[src/rtl/ptw_ml.sv]
// Multi-level radix page table walker: walks up to LEVELS PTE reads from a
// runtime root PPN, supports superpage leaves and reports the ending level.
module ptw_ml #(
  parameter int LEVELS = 2,
  parameter int VPN_W  = 10,
  parameter int OFF_W  = 12,
  parameter int ADDR_W = 32,
  localparam int VA_W  = LEVELS*VPN_W + OFF_W
) (
  input  logic              clk,
  input  logic              rst,
  input  logic [21:0]       satp_ppn_i,
  input  logic              ptw_req_valid_i,
  output logic              ptw_req_ready_o,
  input  logic [VA_W-1:0]   ptw_vaddr_i,
  output logic              ptw_resp_valid_o,
  input  logic              ptw_resp_ready_i,
  output logic [31:0]       ptw_pte_o,
  output logic [1:0]        ptw_level_o,
  output logic              ptw_fault_o,
  output logic              mem_req_valid_o,
  input  logic              mem_req_ready_i,
  output logic [ADDR_W-1:0] mem_addr_o,
  input  logic              mem_resp_valid_i,
  output logic              mem_resp_ready_o,
  input  logic [31:0]       mem_data_i
);

  typedef enum logic [1:0] {IDLE, MREQ, MWAIT, RESP} state_t;

  localparam logic [1:0] TOP_LVL = 2'(LEVELS-1);

  state_t          state;
  logic [VA_W-1:0] vaddr_q;
  logic [1:0]      lvl;

  logic        pte_v, pte_r, pte_w, pte_x;
  logic [21:0] sp_mask;
  logic        misaligned;
  logic        walk_end;
  logic        walk_fault;

  // Byte address of the PTE indexed by vpn[l] inside the table at ppn.
  function automatic logic [ADDR_W-1:0] pte_addr(input logic [21:0]     ppn,
                                                 input logic [VA_W-1:0] va,
                                                 input logic [1:0]      l);
    logic [VPN_W-1:0] vpn;
    vpn = VPN_W'(va >> (OFF_W + int'(l)*VPN_W));
    return (ADDR_W'(ppn) << OFF_W) + (ADDR_W'(vpn) << 2);
  endfunction

  always_comb begin
    // NOTE: every always_comb output gets a default first so no latch is inferred.
    pte_v      = mem_data_i[0];
    pte_r      = mem_data_i[1];
    pte_w      = mem_data_i[2];
    pte_x      = mem_data_i[3];
    sp_mask    = 22'((64'd1 << (int'(lvl)*VPN_W)) - 64'd1);
    misaligned = |(mem_data_i[31:10] & sp_mask);
    walk_end   = 1'b1;
    walk_fault = 1'b1;
    if (!pte_v || (!pte_r && pte_w)) begin
      walk_end   = 1'b1;
      walk_fault = 1'b1;
    end else if (pte_r || pte_x) begin
      walk_end   = 1'b1;
      walk_fault = misaligned;
    end else begin
      // Pointer: only legal above the last level.
      walk_end   = (lvl == 2'd0);
      walk_fault = (lvl == 2'd0);
    end
  end

  // All outputs are flops updated alongside the state, so none decode state.
  always_ff @(posedge clk) begin
    // NOTE: sequential state uses non-blocking assignments only, avoiding
    // read-before-write races between clocked blocks.
    if (rst) begin
      state            <= IDLE;
      vaddr_q          <= '0;
      lvl              <= '0;
      ptw_req_ready_o  <= 1'b1;
      ptw_resp_valid_o <= 1'b0;
      ptw_pte_o        <= '0;
      ptw_level_o      <= '0;
      ptw_fault_o      <= 1'b0;
      mem_req_valid_o  <= 1'b0;
      mem_addr_o       <= '0;
      mem_resp_ready_o <= 1'b0;
    end else begin
      case (state)
        IDLE: begin
          if (ptw_req_valid_i) begin
            vaddr_q         <= ptw_vaddr_i;
            lvl             <= TOP_LVL;
            mem_addr_o      <= pte_addr(satp_ppn_i, ptw_vaddr_i, TOP_LVL);
            mem_req_valid_o <= 1'b1;
            ptw_req_ready_o <= 1'b0;
            state           <= MREQ;
          end
        end
        MREQ: begin
          if (mem_req_ready_i) begin
            mem_req_valid_o  <= 1'b0;
            mem_resp_ready_o <= 1'b1;
            state            <= MWAIT;
          end
        end
        MWAIT: begin
          if (mem_resp_valid_i) begin
            mem_resp_ready_o <= 1'b0;
            if (walk_end) begin
              ptw_pte_o        <= mem_data_i;
              ptw_level_o      <= lvl;
              ptw_fault_o      <= walk_fault;
              ptw_resp_valid_o <= 1'b1;
              state            <= RESP;
            end else begin
              lvl             <= lvl - 2'd1;
              mem_addr_o      <= pte_addr(mem_data_i[31:10], vaddr_q, lvl - 2'd1);
              mem_req_valid_o <= 1'b1;
              state           <= MREQ;
            end
          end
        end
        RESP: begin
          if (ptw_resp_ready_i) begin
            ptw_resp_valid_o <= 1'b0;
            ptw_req_ready_o  <= 1'b1;
            state            <= IDLE;
          end
        end
        default: state <= IDLE;
      endcase
    end
  end

endmodule

[config.mk]
export PLATFORM = sky130hd
export DESIGN_NAME = ptw_ml
export DESIGN_NICKNAME = d
export VERILOG_FILES = /design/src/rtl/ptw_ml.sv
export SDC_FILE = /design/constraint.sdc
export NUM_CORES = 1
export LEC_CHECK = 0
export CAP_MARGIN = 10
export CELL_PAD_IN_SITES_DETAIL_PLACEMENT = 1
export CELL_PAD_IN_SITES_GLOBAL_PLACEMENT = 1
export CORE_MARGIN = 1
export CORE_UTILIZATION = 32
export DETAILED_ROUTE_END_ITERATION = 8
export PLACE_DENSITY_LB_ADDON = 0.12
export SETUP_SLACK_MARGIN = 0.02
export SLEW_MARGIN = 20
export SYNTH_ARGS = -nofsm -noshare
export SYNTH_HDL_FRONTEND = slang
export SYNTH_SLANG_ARGS = --single-unit
[constraint.sdc]
create_clock -name clk -period 3.72 [get_ports clk]
set_input_delay 0.558 -clock clk [delete_from_list [all_inputs] [get_ports clk]]
set_output_delay 0.558 -clock clk [all_outputs]
set_load 0.005 [all_outputs]
-- Word level (Yosys, flattened, before mapping)
Cells that the tools add are included.
- register bits: 107
- input port bits: 92
- $add $sub $neg: 5
- multipliers: 2
- equality and inequality tests: 9
- shift operators: 2
- muxes and demuxes: 32
- bitwise logic cells: 1
- reductions and logical operators: 21
- operators with widths (cell ; number):
    $mux W32 ; 3
    $add A32 B12 Y32 ; 2
    $pmux W32 S2 ; 1
    $shr A32 B7 Y10 ; 1
    $and A22 B22 Y22 ; 1
    $reduce_or A22 Y1 ; 1
    $shl A1 B6 Y22 const A ; 1
    $sub A22 B1 Y22 const B ; 1
    $mux W1 ; 15
    $mux W2 ; 7
    $ne A2 B2 Y1 const B ; 6
    $reduce_and A4 Y1 ; 3
    $mul A2 B3 Y5 const B ; 2
    $reduce_and A3 Y1 ; 3
    $pmux W2 S4 ; 1
    $reduce_bool A2 Y1 ; 4
    $add A4 B6 Y7 const A ; 1
    $pmux W1 S2 ; 3
    $reduce_and A5 Y1 ; 1
    $eq A2 B2 Y1 const B ; 2
    $logic_not A2 Y1 ; 2
    $pmux W2 S2 ; 1
    $pmux W1 S3 ; 1
    $reduce_bool A3 Y1 ; 1
    6 further kinds ; 8

-- Longest topological paths before layout
Gate-level depths: netlist of the first run.
- word-level depth: 8
- depth in mapped cells: 10
- depth with buffers taken out: 8

-- Worst setup path before layout of the first run
Ideal clock, no wire load.
- kind: register to register
- start: reg lvl[1]
- end: reg ptw_level_o[0]
- library setup time: 132 ps
- data arrival time: 1890 ps
- slack: 1698 ps
- stages on the path, launching flop included: 11
- buffers on the path: 3
- period minus slack after synthesis: 2022 ps
- path through: dfxtp_1 -> clkbuf_1 -> inv_1 -> ha_1 -> nor2_1 -> nand3_2 -> nor2b_1 -> buf_2 -> buf_2 -> nand2_1 -> a21oi_1
- cells in the longest elaborated chain, start to end: 4
- RTL lines (item ; RTL line ; source):
    from (decl) ; 35 ; logic [1:0] lvl;
    from (signal assigned) ; 120 ; lvl <= lvl - 2'd1;
    $logic_not A2 Y1 ; 70 ; walk_end = (lvl == 2'd0);
    $mux W1 ; 65 ; end else if (pte_r || pte_x) begin
    $mux W1 ; 62 ; if (!pte_v || (!pte_r && pte_w)) begin
    $reduce_and A3 Y1 (no source line) ; n/a ;
    to (signal assigned) ; 115 ; ptw_level_o <= lvl;
    to (decl) ; 19 ; output logic [1:0] ptw_level_o,
Every way passes these cells.
A chain may end at the register's enable or synchronous reset.

-- Worst setup path in the final report of the first run
- start: reg lvl[1]
- end: reg mem_addr_o[16]
- cells in the longest elaborated chain, start to end: 8
- elaborated cells between the ends (all ways): 13
- classes of those cells: 3 x add/sub; 1 x mul; 1 x eq/ne; 1 x shift; 5 x mux; 2 x reduce/logical
- RTL lines (item ; RTL line ; source):
    $sub A2 B1 Y2 ; 121 ; mem_addr_o <= pte_addr(mem_data_i[31:10], vaddr_q, lvl - 2'd1);
    $mul A2 B3 Y5 ; 48 ; vpn = VPN_W'(va >> (OFF_W + int'(l)*VPN_W));
    $add A4 B6 Y7 ; 48 ;
    $shr A32 B7 Y10 ; 48 ;
    $add A32 B12 Y32 ; 49 ; return (ADDR_W'(ppn) << OFF_W) + (ADDR_W'(vpn) << 2);
    $mux W32 ; 113 ; if (walk_end) begin
    $mux W32 ; 111 ; if (mem_resp_valid_i) begin
    $pmux W32 S2 ; 92 ; case (state)
    to (signal assigned) ; 97 ; mem_addr_o <= pte_addr(satp_ppn_i, ptw_vaddr_i, TOP_LVL);
    to (signal assigned) ; 121 ;
    to (decl) ; 23 ; output logic [ADDR_W-1:0] mem_addr_o,
Parallel ways exist; a longest one is shown, timed or not. The select of a mux whose other input is x is not followed.

==> qor.txt, run 1 <==
Number of H-tree levels = 3
Clock buffer depth = 2
Origin of the worst setup path = lvl[1]
Cell at the root of the clock tree = clkbuf_16
Post-Route Setup TNS = 0 ns
Final min period = 2.838 ns
Outcome = completed
Number of buffers inserted for hold repair after clock tree synthesis = 0
Height of the die = 113.4 um
Number of maximum-capacitance violations = 0
Number of top-level design ports = 163
Clk network pwr share = 0.366
Pin count of the biggest net entering global routing = 93
Netlist cell types = 36
Cell count after synthesis = 509
Startpoint of the most critical register-to-register path = lvl[1]
Worst Path Max Fanout = 40
Slew Viols, Final = 0
Clock transition at the registers of the reported paths = 0.06 ns
Startpoint of the most critical hold path = ptw_req_ready_o
Average footprint of a synthesized cell = 7.802 um^2
Remaining number of nets flagged by the antenna check after routing = 0
Data required time of the worst path = 3.96 ns
Clock skew after layout = 0.005024 ns
First-pass GRT wire length = 20.14 mm
Worst ir drop on vdd = 0.2233 mV
Setup Viol. Count Final = 0
RSZ-0062 raised after global routing = false
Kind of end point of the critical path = register
Global-route usage over all layers = 0.1999
Chain of cells forming the critical path = inv_1 > ha_1 > nor2_1 > nand3_2 > a21oi_4 > buf_12 > nor2_1 > a311oi_1
Post-route clock period utilization = 0.7628
Number of buffers inserted during clock tree synthesis = 9
Routability-driven placement congestion ratio = 0.7643
Total setup buffers inserted after CTS = 0
Area growth syn-to-layout = 46.98%
Clock Latency Late Sink = 0.34 ns
Initial DRC count = 142
Vias in the first global route = 4,047
Yosys reg bits = 93
HPWL Detailed = 8.697 mm
Switching power summed over all nets = 0.0006568 W
Die area = 0.01286 mm^2
Pwr per Cell Area = 431.9 mW/mm^2
Net count of the finished layout = 733
DRC violation count after routing = 0
Remaining max-slew budget at the tightest pin = 0.3365
Combined area of all synthesized cells = 0.003971 mm^2
Net switching fraction of the power = 0.2605
Count of warnings emitted by yosys = 0
Antenna diode count = 0
Layout cells sized above 1 = 0.04695
PnR worst setup slack = 0.8824 ns
Number of sinks handled by clock tree synthesis = 93
Post-cts gate resize count = 0
Total number of vias = 3,972
Combinational share of power = 0.192
Number of buffers added on ports = 146
Slowest library cell on the worst path = dfxtp_1
Placement Rows = 40
Initial antenna violation count = 0
LEAKAGE = 2.051 nW
Arrival time at the worst endpoint = 3.08 ns
Internal power contribution = 0.001864 W
CTS tree = built
Placement Setup Slack = 0.8707 ns
Detail-routed net length per standard cell = 15.36 um
Placeable core area = 0.01206 mm^2
Share of synthesized area occupied by flip-flops and latches = 0.4688
Dominant cell type by count on the critical path = nor2_1
CP Launch Type = register
Die X-Extent = 113.4 um
Sequential power share = 0.442
Effective utilization at floorplan = 0.3293
Initial DRT Pass Iterations = 4
Number of vias per cell = 4.922
Maximum frequency from static timing analysis = 0.3524 GHz
Total overflow reported by the global router = 0
CP peak stage delay = 0.57 ns
Type of the setup path with the least slack = register to register
Slew at the pin closest to its max-slew limit = 0.9952 ns
Path category of the worst min-delay check = register to register
Total wire length = 12.39 mm
Hold Violations, Final = 0
-- cells by family (layout without fill, tap and decap cells) --
family	Yosys count	count (layout)	synth area share
AO/OA/AOI/OAI	121	121	0.1906
adder cells (fa/ha/maj)	7	7	0.02205
buffers and inverters	44	173	0.05009
flip-flops	93	93	0.4688
multiplexers	10	10	0.02521
other	1	2	0.0009443
AND/OR/NAND/NOR	233	233	0.2423
-- routing by layer --
layer | up-vias | GRT usage | part of all wire
li1 | 1975 | - | -
met1 | 1893 | 0.2364 | 0.44
met2 | 91 | 0.3538 | 0.50
met3 | 13 | 0.04516 | 0.050
met4 | 0 | 0.07368 | 0.015
met5 | - | 0 | 0
-- layout by cell type (no fill, tap or decap), types with 2 or more instances in the layout --
master,netlist,routed
a211oi_1,11,11
a21oi_1,71,71
a311oi_1,20,20
a31oi_1,5,5
buf_12,0,2
buf_4,5,6
clkbuf_1,22,2
clkbuf_16,0,9
clkdlybuf4s50_1,0,145
clkinv_2,0,2
conb_1,1,2
dfxtp_1,93,93
ha_1,7,7
inv_1,4,4
mux2i_1,10,10
nand2_1,156,156
nand2b_1,4,4
nand3_2,2,2
nand3b_1,3,3
nand4_1,2,2
nor2_1,52,52
nor2b_1,5,3
nor2b_2,0,2
nor3_1,2,2
nor4_1,3,3
o2111ai_1,2,2
o21ai_0,4,4
-- final cells by class --
type | count | area [um^2]
Tap cell | 168 | 210.2
Inverter | 4 | 15.01
Sequential cell | 93 | 1862
Clock buffer | 12 | 246.5
Timing Repair Buffer | 153 | 1536
Multi-Input combinational cell | 373 | 1919
Fill cell | 1456 | 6225
Clock inverter | 4 | 47.55
-- cells in the mapped netlist (all sizes together) --
| cell type | number | area, um^2 |
|---|---|---|
| ha | 7 | 87.58 |
| a221oi | 1 | 8.760 |
| a31oi | 5 | 31.28 |
| nor3 | 2 | 10.01 |
| o2111ai | 2 | 17.52 |
| or4 | 1 | 7.510 |
| buf | 18 | 101.4 |
| nand2 | 156 | 585.6 |
| or3b | 1 | 8.760 |
| inv | 4 | 15.01 |
| a21oi | 73 | 380.4 |
| nor2b | 5 | 31.28 |
| o2bb2ai | 1 | 8.760 |
| a22oi | 1 | 7.510 |
| mux2i | 10 | 100.1 |
| nor3b | 1 | 18.77 |
| o41ai | 1 | 8.760 |
| o31a | 1 | 8.760 |
| and3 | 1 | 6.260 |
| clkbuf | 22 | 82.58 |
| nor4 | 3 | 18.77 |
| dfxtp | 93 | 1862 |
| o21ai | 4 | 20.02 |
| a211oi | 11 | 82.58 |
| o21a | 1 | 7.510 |
| nand3b | 3 | 22.52 |
| a311oi | 20 | 175.2 |
| nor2 | 52 | 195.2 |
| nand3 | 2 | 20.02 |
| nand4 | 2 | 12.51 |
| nand2b | 4 | 25.02 |
| conb | 1 | 3.750 |
-- flip-flops by register name (all words and copies together) (netlist names) --
name / cells
ptw_pte_o: 32
mem_addr_o: 30
vaddr_q: 20
lvl: 2
ptw_level_o: 2
state: 2
mem_req_valid_o: 1
mem_resp_ready_o: 1
ptw_fault_o: 1
ptw_req_ready_o: 1
ptw_resp_valid_o: 1
-- worst max-delay path: cells and delay by family (launching register included) --
family / cells / cell delay (ns)
compound gates: 2 / 0.83
flops: 1 / 0.57
simple gates: 3 / 0.53
buf+inv: 2 / 0.51
fa+ha+maj: 1 / 0.28
-- power by group through the flow --
| stage | Sequential [W] | Clock, W | Combinational, W |
|---|---|---|---|
| after detailed placement | 0.00114 | 0 | 0.000489 |
| after global routing | 0.00112 | 0.000991 | 0.000535 |
| after CTS | 0.00111 | 0.000946 | 0.000493 |
| after floorplan | 0.00113 | 0 | 0.000228 |
| final | 0.00111 | 0.000924 | 0.000484 |
| after global placement | 0.00113 | 0 | 0.000478 |
-- worst paths after layout --
| check | cells past startpoint | endpoint | slack [ns] |
|---|---|---|---|
| min | 2 | ptw_req_ready_o | 0.45 |
| max | 8 | mem_addr_o[16] | 0.88 |
| max reg2reg | 8 | mem_addr_o[16] | 0.88 |
| min reg2reg | 2 | ptw_req_ready_o | 0.45 |
-- stage by stage --
step                total power, W  utilization  hold WS, ns  cells  instance area, um^2
floorplan                 0.001359            -       0.4357    510                 3975
global placement          0.001610       0.4595       0.4336    791                 5543
detailed placement        0.001626       0.4595       0.4450    791                 5543
CTS                       0.002553       0.4839       0.4537    807                 5837
global route              0.002649       0.4839       0.4723    807                 5837
finish                    0.002521       0.4839       0.4471    807                 5837
No activity file was read; power rests on OpenSTA's default activity.
==> run 2: changes to the inputs <==
CORE_UTILIZATION = 30   (was 32)
clock period = 2.9 ns   (was 3.72 ns; I/O delays follow)
==> qor.txt, run 2 (same netlist as run 1, synthesis figures left out) <==
Outcome = completed
Area growth syn-to-layout = 47.95%
Pin count of the biggest net entering global routing = 61
Largest regs = ptw_pte_o x32, mem_addr_o x30, vaddr_q x20
Worst Path Max Fanout = 60
Total setup buffers inserted after CTS = 0
Slowest library cell on the worst path = dfxtp_1
Setup Viol. Count Final = 0
Number of buffers inserted for hold repair after clock tree synthesis = 0
Commonest non-fill, non-tap cells in the layout = 156 x nand2_1, 145 x clkdlybuf4s50_1, 93 x dfxtp_1
Count of non-filler cells in the finished layout = 812
Kind of cell with the highest combined delay on the critical path = flip-flops
Worst ir drop on vdd = 0.2828 mV
Hold Violations, Final = 0
Path category of the worst min-delay check = register to register
Number of top-level design ports = 163
Vias in the first global route = 3,941
Remaining max-slew budget at the tightest pin = 0.4844
Remaining number of nets flagged by the antenna check after routing = 0
Height of the die = 117.1 um
Placeable core area = 0.01277 mm^2
Instance count after placement with tap cells included = 796
Die area = 0.01370 mm^2
Global-route usage over all layers = 0.1929
Number of H-tree levels = 3
Data required time of the worst path = 3.14 ns
Initial DRT Pass Iterations = 4
First-pass GRT wire length = 20.15 mm
Clock transition at the registers of the reported paths = 0.06 ns
Routability-driven placement congestion ratio = 0.7374
Cell count of the worst hold path = 2
Buf+Inv Stages, Crit Path = 2
Net count of the finished layout = 734
Kind of end point of the critical path = register
Initial DRC count = 200
Maximum frequency from static timing analysis = 0.4090 GHz
Clock buffer depth = 2
Type of the setup path with the least slack = register to register
Slew Viols, Final = 0
RSZ-0062 raised after global routing = false
HPWL Detailed = 9.003 mm
Number of sinks handled by clock tree synthesis = 93
Number of buffers added on ports = 146
Most frequent standard cell in the layout excluding fill and tap cells = nand2_1
Antenna diode count = 0
Final min period = 2.445 ns
CP Launch Type = register
Worst reg2reg path endpoint = mem_addr_o[29]
Layout cells sized above 1 = 0.05156
End point of the worst hold path = ptw_req_ready_o
Number of flip-flops under the largest register name = 32
Slew at the pin closest to its max-slew limit = 0.7734 ns
Post-cts gate resize count = 0
CP peak stage delay = 0.58 ns
Number of buffers inserted during clock tree synthesis = 9
Final-layout worst hold slack = 0.4499 ns
Initial antenna violation count = 0
Die X-Extent = 117.1 um
Total overflow reported by the global router = 0
Total number of vias = 3,902
Worst-case register-to-register setup slack = 0.45 ns
DRC violation count after routing = 0
Clock Latency Late Sink = 0.34 ns
Total wire length = 12.66 mm
Detail-routed net length per standard cell = 15.59 um
Final design utilization = 0.4600
Placement Rows = 41
Register bank with the most flops = ptw_pte_o
Pwr per Cell Area = 551.3 mW/mm^2
Number of vias per cell = 4.805
Effective utilization at floorplan = 0.3109
Dominant cell type by count on the critical path = nor2_1
Cell at the root of the clock tree = clkbuf_16
Clock skew after layout = 0.006921 ns
CTS tree = built
Arrival time at the worst endpoint = 2.69 ns
Number of maximum-capacitance violations = 0
Post-route clock period utilization = 0.8432
Startpoint of the most critical register-to-register path = lvl[1]
Startpoint of the most critical hold path = ptw_req_ready_o
LEAKAGE = 2.076 nW
Chain of cells forming the critical path = inv_1 > ha_1 > nor2_1 > nand3_2 > a21oi_4 > buf_12 > nor2_1 > a311oi_1
Worst r2r path cells = 8
Post-Route Setup TNS = 0 ns
run 2: worst max-delay path by stage:
stage	cells after the start	slack [ns]	from	endpoint
CTS	8	0.47	lvl[1]	ptw_pte_o[13]
finish	8	0.45	lvl[1]	mem_addr_o[29]
global placement	8	0.59	lvl[1]	ptw_pte_o[13]
global route	8	0.16	lvl[1]	mem_addr_o[28]
floorplan	10	0.88	lvl[1]	ptw_level_o[0]
detailed placement	8	0.49	lvl[1]	mem_addr_o[23]
run 2: cell type report:
type	count	area, um^2
fillers	1521	6898
multi-input cells	373	1919
flip-flops and latches	93	1862
repair buffers	154	1556
clock buffers	14	294.0
well taps	172	215.2
inverters	4	15.01
clock inverters	2	13.76
run 2: layer usage:
layer | vias up | part of all wire | track usage
met1 | 1824 | 0.48 | 0.2502
met5 | - | 0 | 0
met4 | 0 | 0.013 | 0.07004
li1 | 1969 | - | -
met2 | 97 | 0.46 | 0.3207
met3 | 12 | 0.051 | 0.03502
run 2: worst reg2reg max path, cell delays in order (launching register included):
cell	delay (ns)
dfxtp_1	0.58
inv_1	0.21
ha_1	0.29
nor2_1	0.21
nand3_2	0.23
a21oi_4	0.20
buf_12	0.25
nor2_1	0.12
a311oi_1	0.26
run 2: power by group:
group	leakage (nW)	switching, W	internal, W
Clock	0.155	0.000488	0.000699
Combinational	1.16	0.000294	0.000332
Sequential	0.761	0.0000542	0.00137
Total	2.08	0.000836	0.00240
run 2: through the flow:
step                setup WS, ns  instance area, um^2  total power [W]
finish                    0.4548                 5876         0.003239
CTS                       0.4676                 5876         0.003295
detailed placement        0.4917                 5568         0.002089
global placement          0.5901                 5568         0.002070
global route              0.1615                 5876         0.003405
floorplan                 0.8783                 3975         0.001743
